## config.mk

```make
export PLATFORM = sky130hd
export DESIGN_NAME = uart_tx_buffer
export DESIGN_NICKNAME = d
export VERILOG_FILES = /design/src/rtl/uart_pkg.sv /design/src/rtl/sync_fifo.sv /design/src/rtl/uart_tx_buffer.sv
export SDC_FILE = /design/constraint.sdc
export NUM_CORES = 1
export LEC_CHECK = 0
export BUFFER_PORTS_ARGS = -buffer_cell sky130_fd_sc_hd__clkbuf_2
export CAP_MARGIN = 20
export CORE_ASPECT_RATIO = 2
export CORE_UTILIZATION = 56
export DETAILED_ROUTE_END_ITERATION = 6
export PLACE_DENSITY = 0.77
export SYNTH_ARGS = -nofsm -noshare
export SYNTH_HDL_FRONTEND = slang
export SYNTH_SLANG_ARGS = --single-unit
export TNS_END_PERCENT = 20
```

## constraint.sdc

```tcl
create_clock -name clk -period 3.15 [get_ports clk]
set_clock_uncertainty 0.2 [all_clocks]
set_input_delay 0.63 -clock clk [delete_from_list [all_inputs] [get_ports clk]]
set_output_delay 0.63 -clock clk [all_outputs]
set_load 0.1 [all_outputs]
```

## src/rtl/uart_pkg.sv

```systemverilog
// Shared FSM encoding and default sizing for the buffered UART transmitter.
package uart_pkg;

    localparam int DEFAULT_BAUD_DIV = 868;
    localparam int DEFAULT_DEPTH    = 16;

    typedef enum logic [1:0] {
        ST_IDLE  = 2'd0,
        ST_START = 2'd1,
        ST_DATA  = 2'd2,
        ST_STOP  = 2'd3
    } tx_state_t;

endpackage

```

## src/rtl/sync_fifo.sv

```systemverilog
// Single-clock first-word-fall-through FIFO with flush; flush overrides push and pop.
module sync_fifo #(
    parameter int DEPTH = 16,
    parameter int WIDTH = 8
) (
    input  logic                     clk,
    input  logic                     rst,
    input  logic                     push,
    input  logic                     pop,
    input  logic                     flush,
    input  logic [WIDTH-1:0]         wr_data,
    output logic [WIDTH-1:0]         rd_data,
    output logic [$clog2(DEPTH):0]   count,
    output logic                     empty,
    output logic                     full
);

    localparam int AW = $clog2(DEPTH);

    logic [WIDTH-1:0] mem [DEPTH];
    logic [AW-1:0]    wr_ptr;
    logic [AW-1:0]    rd_ptr;
    logic             do_push;
    logic             do_pop;

    assign empty   = (count == '0);
    assign full    = (count == (AW+1)'(DEPTH));
    assign do_pop  = pop && !empty && !flush;
    // A full FIFO still accepts a write when a read frees a slot on the same edge.
    assign do_push = push && !flush && (!full || do_pop);
    assign rd_data = mem[rd_ptr];

    always_ff @(posedge clk or posedge rst) begin
        if (rst) begin
            wr_ptr <= '0;
            rd_ptr <= '0;
            count  <= '0;
        end else if (flush) begin
            wr_ptr <= '0;
            rd_ptr <= '0;
            count  <= '0;
        end else begin
            if (do_push) wr_ptr <= wr_ptr + AW'(1);
            if (do_pop)  rd_ptr <= rd_ptr + AW'(1);
            case ({do_push, do_pop})
                2'b10:   count <= count + (AW+1)'(1);
                2'b01:   count <= count - (AW+1)'(1);
                default: count <= count;
            endcase
        end
    end

    always_ff @(posedge clk) begin
        if (do_push) mem[wr_ptr] <= wr_data;
    end

endmodule

```

## src/rtl/uart_tx_buffer.sv

```systemverilog
// Buffered 8N1 UART transmitter: bus writes queue bytes, the FSM serialises them back to back.
//   state    | meaning
//   ST_IDLE  | line high, waiting for a queued byte
//   ST_START | start bit (low)
//   ST_DATA  | 8 data bits, LSB first
//   ST_STOP  | stop bit (high); may chain straight into the next start bit
module uart_tx_buffer
    import uart_pkg::*;
#(
    parameter int BAUD_DIV = DEFAULT_BAUD_DIV,
    parameter int DEPTH    = DEFAULT_DEPTH
) (
    input  logic                     clk,
    input  logic                     rst,
    input  logic                     uart_we,
    input  logic                     uart_clear,
    input  logic [7:0]               uart_data_in,
    output logic                     uart_tx,
    output logic                     busy,
    output logic                     fifo_empty,
    output logic                     fifo_full,
    output logic [$clog2(DEPTH):0]   fifo_count,
    output logic                     overflow
);

    localparam logic [15:0] BAUD_LAST = 16'(BAUD_DIV - 1);

    tx_state_t   state;
    tx_state_t   state_next;
    logic [15:0] baud_cnt;
    logic [2:0]  bit_cnt;
    logic [7:0]  shift;
    logic [7:0]  rd_data;
    logic        baud_tc;
    logic        flush;
    logic        push;
    logic        pop;

    assign flush   = uart_we && uart_clear;
    assign push    = uart_we && !uart_clear;
    assign baud_tc = (baud_cnt == '0);

    sync_fifo #(
        .DEPTH (DEPTH),
        .WIDTH (8)
    ) u_fifo (
        .clk     (clk),
        .rst     (rst),
        .push    (push),
        .pop     (pop),
        .flush   (flush),
        .wr_data (uart_data_in),
        .rd_data (rd_data),
        .count   (fifo_count),
        .empty   (fifo_empty),
        .full    (fifo_full)
    );

    always_ff @(posedge clk or posedge rst) begin
        if (rst) state <= ST_IDLE;
        else     state <= state_next;
    end

    // A flush on the same edge suppresses the pop, so no new frame starts.
    always_comb begin
        state_next = state;
        pop        = 1'b0;
        uart_tx    = 1'b1;
        busy       = 1'b0;
        case (state)
            ST_IDLE: begin
                if (!fifo_empty && !flush) begin
                    pop        = 1'b1;
                    state_next = ST_START;
                end
            end
            ST_START: begin
                busy    = 1'b1;
                uart_tx = 1'b0;
                if (baud_tc) state_next = ST_DATA;
            end
            ST_DATA: begin
                busy    = 1'b1;
                uart_tx = shift[0];
                if (baud_tc && bit_cnt == 3'd7) state_next = ST_STOP;
            end
            ST_STOP: begin
                busy = 1'b1;
                if (baud_tc) begin
                    if (!fifo_empty && !flush) begin
                        pop        = 1'b1;
                        state_next = ST_START;
                    end else begin
                        state_next = ST_IDLE;
                    end
                end
            end
            default: state_next = ST_IDLE;
        endcase
    end

    always_ff @(posedge clk or posedge rst) begin
        if (rst) begin
            baud_cnt <= '0;
            bit_cnt  <= '0;
            shift    <= '0;
        end else if (pop) begin
            shift    <= rd_data;
            baud_cnt <= BAUD_LAST;
            bit_cnt  <= '0;
        end else if (state != ST_IDLE) begin
            if (!baud_tc) begin
                baud_cnt <= baud_cnt - 16'd1;
            end else if (state_next == ST_IDLE) begin
                baud_cnt <= '0;
            end else begin
                baud_cnt <= BAUD_LAST;
                if (state == ST_DATA) begin
                    shift   <= {1'b0, shift[7:1]};
                    bit_cnt <= bit_cnt + 3'd1;
                end
            end
        end
    end

    // Sticky until a flush or reset; a write dropped against a full FIFO sets it.
    always_ff @(posedge clk or posedge rst) begin
        if (rst)                                overflow <= 1'b0;
        else if (flush)                         overflow <= 1'b0;
        else if (push && fifo_full && !pop)     overflow <= 1'b1;
    end

endmodule

```

==> results of run 1 <==
## metal layers
metal	wire, um	part of all wire
met5	0	0
met4	550	0.034
met3	394	0.024
met2	9700	0.59
met1	5690	0.35
## per-stage QoR
| step | cells | total power [mW] | setup WS [ns] |
|---|---|---|---|
| floorplan | 496 | 2.70 | -0.0277 |
| global placement | 685 | 2.78 | 0.138 |
| detailed placement | 685 | 2.79 | 0.0177 |
| CTS | 717 | 4.85 | 0.00133 |
| global route | 719 | 4.98 | -0.00527 |
| finish | 719 | 4.83 | 0.0511 |
## registers in the layout, indices dropped and copies added, names as in the netlist
| signal | flops |
|---|---|
| shift | 8 |
| u_fifo.rd_ptr | 4 |
| overflow | 1 |
| state | 2 |
| u_fifo.count | 5 |
| baud_cnt | 16 |
| u_fifo.wr_ptr | 4 |
| bit_cnt | 3 |
| u_fifo.mem | 128 |
## layout by cell type (no fill, tap or decap), types with 4 or more instances in the layout
cell,n
a21oi_1,20
o221a_2,7
buf_4,36
nor2_1,21
a22oi_1,16
a2111oi_0,8
clkbuf_16,17
edfxtp_1,128
o22ai_1,4
mux4_2,33
nand2_1,16
clkinv_8,5
ha_1,15
inv_8,4
dfrtp_2,5
xnor2_1,12
dfrtp_1,36
and2_1,11
inv_1,26
clkbuf_2,20
nand3_1,16
and3_1,5
o21ai_0,11
or3_1,5
## area by class of cell
| type | instances | area (sq um) | area share |
|---|---|---|---|
| multi-input cells | 273 | 2610 | 0.294 |
| well taps | 155 | 194 | 0.0219 |
| clock buffers | 17 | 425 | 0.0479 |
| clock inverters | 15 | 186 | 0.0210 |
| flip-flops and latches | 171 | 4930 | 0.556 |
| inverters | 29 | 109 | 0.0123 |
| repair buffers | 59 | 418 | 0.0471 |
## logic make-up after synthesis
family          Yosys count  synth area share
simple gates            103            0.0785
fa+ha+maj                17            0.0288
compound gates          106             0.108
buf+inv                  52            0.0280
xor+xnor                 12            0.0137
flops                   171             0.643
mux                      35            0.0998
## what timing repair did
item | 4_1_cts | 5_1_grt
pin swaps | 0 | 5
setup endpoints to repair | 1 | 1
hold buffers | 0 | 0
resized for setup | 1 | 12
buffers inserted | 0 | 2
## worst max-delay path: cells and delay by family (launching register included)
kind | cells | cell delay (ns)
simple gates | 2 | 0.71
buf+inv | 2 | 0.66
flops | 1 | 0.47
## power groups by stage
stage / Sequential (mW) / Clock [mW] / Combinational [mW]
floorplan: 2.56 / 0 / 0.136
global placement: 2.53 / 0 / 0.252
detailed placement: 2.53 / 0 / 0.258
CTS: 2.48 / 2.11 / 0.260
global route: 2.49 / 2.20 / 0.288
finish: 2.48 / 2.08 / 0.268
## how the worst max path moves through the flow
stage / slack [ns] / endpoint / start / cells after the start
5_1_grt: -0.005 / fifo_empty / u_fifo.count[0]$_DFFE_PP0P_ / 4
2_1_floorplan: -0.03 / uart_tx / state[0]$_DFF_PP0_ / 5
6_report: 0.05 / fifo_empty / u_fifo.count[0]$_DFFE_PP0P_ / 4
3_3_place_gp: 0.14 / u_fifo.count[4]$_DFFE_PP0P_ / u_fifo.count[1]$_DFFE_PP0P_ / 11
3_5_place_dp: 0.02 / u_fifo.count[4]$_DFFE_PP0P_ / u_fifo.count[1]$_DFFE_PP0P_ / 11
4_1_cts: 0.001 / u_fifo.count[4]$_DFFE_PP0P_ / u_fifo.count[1]$_DFFE_PP0P_ / 11
==> results.toml, run 1 <==
[status]
violations = "design-rule violations"
outcome = "finished with violations"

[worst_setup_path]
critPathMaxFanout = 5
r2r_end = "u_fifo.count[4]$_DFFE_PP0P_"
endpoint_kind = "output port"
cp_slowest_stage_delay_ns = 0.60
path_cells = "or4_4, buf_4, nor2_2, clkbuf_2"
r2r_cells = 11
crit_arrival_ns = 2.27
start_kind = "flip-flop"
r2r_setup_slack_ns = 0.16
slowest_stage = "or4_4"
worstPathRequired_ns = 2.32
r2r_start = "u_fifo.count[0]$_DFFE_PP0P_"
critical_path_class = "flip-flop to output port"

[placed_design]
io_buffers = 21
place_area_sq_um = 8180
dp_hpwl_um = 11600
gp_congestion = 0.904

[synth]
syn_inst = 496
yosysMostFrequentCell = "edfxtp_1"
yosys.area.top_type = "edfxtp_1"
synth_area_leaders = "edfxtp_1, dfrtp_1, mux4_2"
ys_ff_latch = 171
ys_seq_area_frac = 0.643
ys_top_cells_by_count = "edfxtp_1, dfrtp_1, mux4_2, inv_1, nor2_1"
syn-cell-area_sq_um = 7650
avgSynthCellArea_sq_um = 15.4
synth_async_sr_flop_share = 0.251
synth_fp_nets = 525
synthFlopType = "edfxtp_1"
netlist.area_leader.share = 0.502
yosysWarnings = 0
synth.distinct_cells = 65
synth_edf_count = 128

[route]
dr.pass1.iters = 7
vias = 4566
via_per_inst = 6.35
wl_per_cell_um = 22.7
drt-initial-drc-count = 262
drc_errors = 3
routed_wl_um = 16300
detail-route-antenna-nets = 0

[run]
drv_cap = 0

[power]
p_comb_frac = 0.056
p_leak_nw = 3.16
swShare = 0.250
power.internal_mw = 3.62
power.density_nw_per_um2 = 544
clock_power_share = 0.430
ir_drop_v = 0.000441
seqPwrFrac = 0.514
power_switching_mw = 1.20

[global_route]
track_usage = 0.250
grt_util_met1 = 0.259
grt_pass1_vias = 4822
gr-usage-met3 = 0.0375
grt_pass1_wl_um = 26000
grt_max_degree = 28
met2_usage = 0.481
busiest_layer = "met2"
antenna_found_initial = 0
overflow = 0

[die]
core_sq_um = 13400
chipWidth_um = 84.6
die_h_um = 167
die_area_sq_um = 14200
rows = 60
start_util = 0.572
io_pins = 22

[layout]
utilization = 0.664
area_growth_pct = 16.0
layout.nets = 580
final_area_sq_um = 8870
num_antenna_cells = 0
nFillCells = 887
drive_gt1_frac = 0.291

[clocking]
clock_latency_ns = 0.43
h-tree-depth = 4
clockBufferDepth = 2
root_buffer = "clkbuf_16"
clkTransAtPathRegs_ns = 0.08
cts_sinks = 171
cts_buffers = 17
cts_tree = "built"

[timing]
finalSetupViolCount = 0
fin_setup_tns_ns = 0
worstMarginPinSlew_ns = 0.803
slew_headroom = 0.461
hold_ws_ns = 0.0395
max_freq_ghz = 0.323
slew_violations = 0
finalCriticalPeriod_ns = 3.10
finalCritPeriodShare = 0.984
hold_viol = 0

[min_path]
hold_path_class = "primary input to asynchronous set/reset pin"
(Power assumes the default switching activity.)
==> run 2: changes to the inputs <==
--- a/config.mk
+++ b/config.mk
@@ -10,7 +10,7 @@
 export CORE_ASPECT_RATIO = 2
 export CORE_UTILIZATION = 56
 export DETAILED_ROUTE_END_ITERATION = 6
-export PLACE_DENSITY = 0.77
+export PLACE_DENSITY_LB_ADDON = 0.2
 export SYNTH_ARGS = -nofsm -noshare
 export SYNTH_HDL_FRONTEND = slang
 export SYNTH_SLANG_ARGS = --single-unit
==> results.toml, run 2 (synthesized netlist as in run 1, its figures left out) <==
[placed_design]
dp_hpwl_um = 11500
io_buffers = 21
dpl_worst_slack_ns = -0.00229
gp_congestion = 0.932

[power]
total_power_mw = 4.88
p_leak_nw = 3.18
power.density_nw_per_um2 = 548
ir_drop_v = 0.000391

[worst_setup_path]
critical_path_class = "flip-flop to output port"
endpoint_kind = "output port"
crit_arrival_ns = 2.27
start_kind = "flip-flop"
critPathMaxFanout = 5
worstPathRequired_ns = 2.32

[global_route]
track_usage = 0.249
overflow = 0
antenna_found_initial = 0
grt_pass1_wl_um = 25800
grt_pass1_vias = 4832
grt_max_degree = 36

[timing]
finalSetupViolCount = 0
hold_ws_ns = 0.125
slew_violations = 0
slew_headroom = 0.489
fin_setup_tns_ns = 0
setup_ws_ns = 0.0530
worstMarginPinSlew_ns = 0.765
finalCritPeriodShare = 0.983
max_freq_ghz = 0.323
finalCriticalPeriod_ns = 3.10
rsz0062_at_grt = "yes"
hold_viol = 0

[layout]
num_antenna_cells = 0
nFillCells = 947
final_common_cell = "edfxtp_1"
drive_gt1_frac = 0.297
largest_reg_flops = 128
layout.nets = 585
utilization = 0.667
final_cell_mix = "edfxtp_1, buf_4, dfrtp_1"
top_regs = "u_fifo.mem: 128 flops, baud_cnt: 16 flops, shift: 8 flops"
largest-register = "u_fifo.mem"
area_growth_pct = 16.5

[die]
die_h_um = 167
start_util = 0.572
die_area_sq_um = 14200
chipWidth_um = 84.6
rows = 60
core_sq_um = 13400
io_pins = 22

[route]
drc_errors = 0
wl_per_cell_um = 22.4
vias = 4537
dr.pass1.iters = 6
via_per_inst = 6.27
routed_wl_um = 16200
detail-route-antenna-nets = 0
drt-initial-drc-count = 206

[min_path]
hold_path_class = "primary input to asynchronous set/reset pin"

[clocking]
clock_latency_ns = 0.42
cts_buffers = 17
root_buffer = "clkbuf_16"
cts_tree = "built"
cts_sinks = 171
clockBufferDepth = 2
h-tree-depth = 4
clkTransAtPathRegs_ns = 0.07

[status]
outcome = "completed"

[run]
drv_cap = 0
## run 2: cell type report
type	count	area, sq um	area share
clock buffers	17	425	0.0477
clock inverters	15	198	0.0222
inverters	29	109	0.0122
multi-input cells	273	2610	0.293
flip-flops and latches	171	4930	0.554
well taps	155	194	0.0218
repair buffers	64	443	0.0497
## run 2: worst paths after layout
check	start	end	slack [ns]	depth (start not counted)
hold / removal	rst	baud_cnt[14]$_DFFE_PP0N_	0.12	2
max in group asynchronous	rst	baud_cnt[1]$_DFFE_PP0N_	1.98	3
hold reg to reg	bit_cnt[1]$_DFFE_PP0P_	bit_cnt[1]$_DFFE_PP0P_	0.34	2
setup / recovery	u_fifo.count[0]$_DFFE_PP0P_	fifo_empty	0.05	4
setup reg to reg	u_fifo.count[0]$_DFFE_PP0P_	u_fifo.count[4]$_DFFE_PP0P_	0.17	11
min in group clk	bit_cnt[1]$_DFFE_PP0P_	bit_cnt[1]$_DFFE_PP0P_	0.34	2
## run 2: report_power, final
group | internal (mW) | switching, mW
Sequential | 2.46 | 0.0246
Combinational | 0.0811 | 0.184
Clock | 1.15 | 0.979
Total | 3.69 | 1.19
## run 2: critical path: stages (launching register included)
cell	delay, ns
dfrtp_4	0.52
or4_4	0.61
buf_4	0.17
nor2_2	0.10
buf_2	0.44
## run 2: through the flow
step                cell area, sq um  instances
finish                          8910        724
detailed placement              8210        690
global placement                8210        690
floorplan                       7690        496
CTS                             8840        723
global route                    8910        724
## run 2: repair_timing
item,CTS,global route
pin swaps,1,3
setup buffers,1,1
endpoints found under the setup margin,1,2
hold buffers,0,0
resized for setup,0,13
## run 2: per-layer routing
| layer | GRT usage | up-vias | wire, um |
|---|---|---|---|
| met2 | 0.482 | 118 | 9610 |
| met4 | 0.108 | 0 | 558 |
| li1 | - | 2084 | - |
| met3 | 0.0434 | 41 | 398 |
| met5 | 0 | - | 0 |
| met1 | 0.255 | 2294 | 5660 |
==> run 3: changes to the inputs <==
--- a/config.mk
+++ b/config.mk
@@ -5,11 +5,11 @@
 export SDC_FILE = /design/constraint.sdc
 export NUM_CORES = 1
 export LEC_CHECK = 0
-export BUFFER_PORTS_ARGS = -buffer_cell sky130_fd_sc_hd__clkbuf_2
 export CAP_MARGIN = 20
 export CORE_ASPECT_RATIO = 2
-export CORE_UTILIZATION = 56
+export CORE_UTILIZATION = 57
 export DETAILED_ROUTE_END_ITERATION = 6
+export DONT_BUFFER_PORTS = 1
 export PLACE_DENSITY_LB_ADDON = 0.2
 export SYNTH_ARGS = -nofsm -noshare
 export SYNTH_HDL_FRONTEND = slang
==> results.toml, run 3 (synthesized netlist as in run 1, its figures left out) <==
[timing]
worstMarginPinSlew_ns = 0.937
finalSetupViolCount = 0
setup_ws_ns = 0.144
hold_viol = 0
slew_headroom = 0.374
fin_setup_tns_ns = 0
finalCriticalPeriod_ns = 3.01
max_freq_ghz = 0.333
finalCritPeriodShare = 0.954
slew_violations = 0

[placed_design]
dp_hpwl_um = 11500
io_buffers = 0
gp_congestion = 0.894
dpl_worst_slack_ns = 0.0100

[die]
die_h_um = 166
rows = 59
chipWidth_um = 83.9
die_area_sq_um = 13900
io_pins = 22
start_util = 0.585
core_sq_um = 13100

[clocking]
root_buffer = "clkbuf_16"
cts_hold_buf = 0
clkTransAtPathRegs_ns = 0.07
h-tree-depth = 4
clock_latency_ns = 0.43
clockBufferDepth = 2
cts_buffers = 17
cts_tree = "built"
cts_sinks = 171

[global_route]
overflow = 0
grt_pass1_vias = 4805
grt_pass1_wl_um = 25700
grt_max_degree = 44
grt_util_met1 = 0.254
gr-usage-met3 = 0.0457
met2_usage = 0.478
busiest_layer = "met2"
track_usage = 0.251
antenna_found_initial = 0

[layout]
largest_reg_flops = 128
drive_gt1_frac = 0.281
num_antenna_cells = 0
multi_input_area_sq_um = 2580
final_common_cell = "edfxtp_1"
top_regs = "u_fifo.mem: 128 flops, baud_cnt: 16 flops, shift: 8 flops"
final_cell_mix = "edfxtp_1, buf_4, dfrtp_1"
area_growth_pct = 14.7
seqCellArea_sq_um = 4930
nFillCells = 898
largest-register = "u_fifo.mem"
layout.nets = 571

[route]
routed_wl_um = 16200
dr.pass1.iters = 7
drc_errors = 3
vias = 4516
wl_per_cell_um = 22.9
via_per_inst = 6.39
detail-route-antenna-nets = 0
drt-initial-drc-count = 234

[worst_setup_path]
r2r_cells = 11
r2r_end = "u_fifo.count[4]$_DFFE_PP0P_"
cpMostUsedCell = "a221oi_1"
critPathMaxFanout = 5
crit_arrival_ns = 3.15
start_kind = "flip-flop"
r2r_start = "u_fifo.count[0]$_DFFE_PP0P_"
endpoint_kind = "flip-flop"
worstPathRequired_ns = 3.29
r2r_setup_slack_ns = 0.14
path_cells = "or4_4, o2111ai_2, o21ai_4, nand2b_1, inv_2, ha_4, nor2b_2, o21ai_2, a221oi_1, a221oi_1, a211oi_1"
critical_path_class = "flip-flop to flip-flop"
cp_slowest_stage_delay_ns = 0.60
slowest_stage = "or4_4"

[power]
p_leak_nw = 3.10
total_power_mw = 4.76
power.density_nw_per_um2 = 543
ir_drop_v = 0.000496

[status]
violations = "design-rule violations"
outcome = "finished with violations"

[min_path]
hold_path_class = "primary input to asynchronous set/reset pin"

[run]
drv_cap = 0
==> run 3: what timing repair did <==
item	4_1_cts	5_1_grt
endpoints found under the setup margin	1	1
pin swaps	1	4
endpoints found under the hold margin	0	0
buffers inserted	0	2
resized for setup	0	9
==> run 3: critical path, delay by kind of cell (launching register included) <==
family                   cells  cell delay (ns)
adder cells (fa/ha/maj)      1             0.28
AO/OA/AOI/OAI                6             0.98
flip-flops                   1             0.50
buffers and inverters        1             0.09
AND/OR/NAND/NOR              3             0.88
==> run 3: stage by stage <==
| stage | hold slack [ns] | utilization | instances | cell area [sq um] |
|---|---|---|---|---|
| 2_1_floorplan | 0.289 | - | 496 | 7690 |
| 3_3_place_gp | 0.305 | 0.623 | 673 | 8140 |
| 3_5_place_dp | 0.316 | 0.623 | 673 | 8140 |
| 4_1_cts | 0.0774 | 0.668 | 705 | 8730 |
| 5_1_grt | 0.0715 | 0.671 | 707 | 8770 |
| 6_report | 0.0790 | 0.671 | 707 | 8770 |
==> run 3: layout make-up <==
class,instances,area share
sequential,171,0.563
clock buffer,18,0.0489
inverter,29,0.0124
timing repair buffer,50,0.0428
tap,152,0.0217
clock inverter,14,0.0174
multi-input combinational,273,0.294
==> run 3: per-layer routing <==
layer	part of all wire	routed length [um]
met1	0.34	5510
met2	0.59	9590
met3	0.028	447
met4	0.039	633
met5	0	0
==> run 3: worst max path at each step <==
| stage | start | end | cells past startpoint |
|---|---|---|---|
| after detailed placement | u_fifo.count[1]$_DFFE_PP0P_ | u_fifo.count[4]$_DFFE_PP0P_ | 11 |
| after global placement | u_fifo.count[1]$_DFFE_PP0P_ | u_fifo.count[4]$_DFFE_PP0P_ | 11 |
| after global routing | u_fifo.count[0]$_DFFE_PP0P_ | u_fifo.count[4]$_DFFE_PP0P_ | 11 |
| after floorplan | state[0]$_DFF_PP0_ | uart_tx | 5 |
| final | u_fifo.count[0]$_DFFE_PP0P_ | u_fifo.count[4]$_DFFE_PP0P_ | 11 |
| after CTS | u_fifo.count[1]$_DFFE_PP0P_ | u_fifo.count[4]$_DFFE_PP0P_ | 11 |
==> run 3: report_power, final <==
| group | switching, mW | leakage, nW | total (mW) | internal (mW) |
|---|---|---|---|---|
| logic | 0.156 | 1.13 | 0.229 | 0.0730 |
| clock network | 0.925 | 0.277 | 2.05 | 1.12 |
| registers | 0.0247 | 1.69 | 2.49 | 2.46 |
| total | 1.11 | 3.10 | 4.76 | 3.66 |
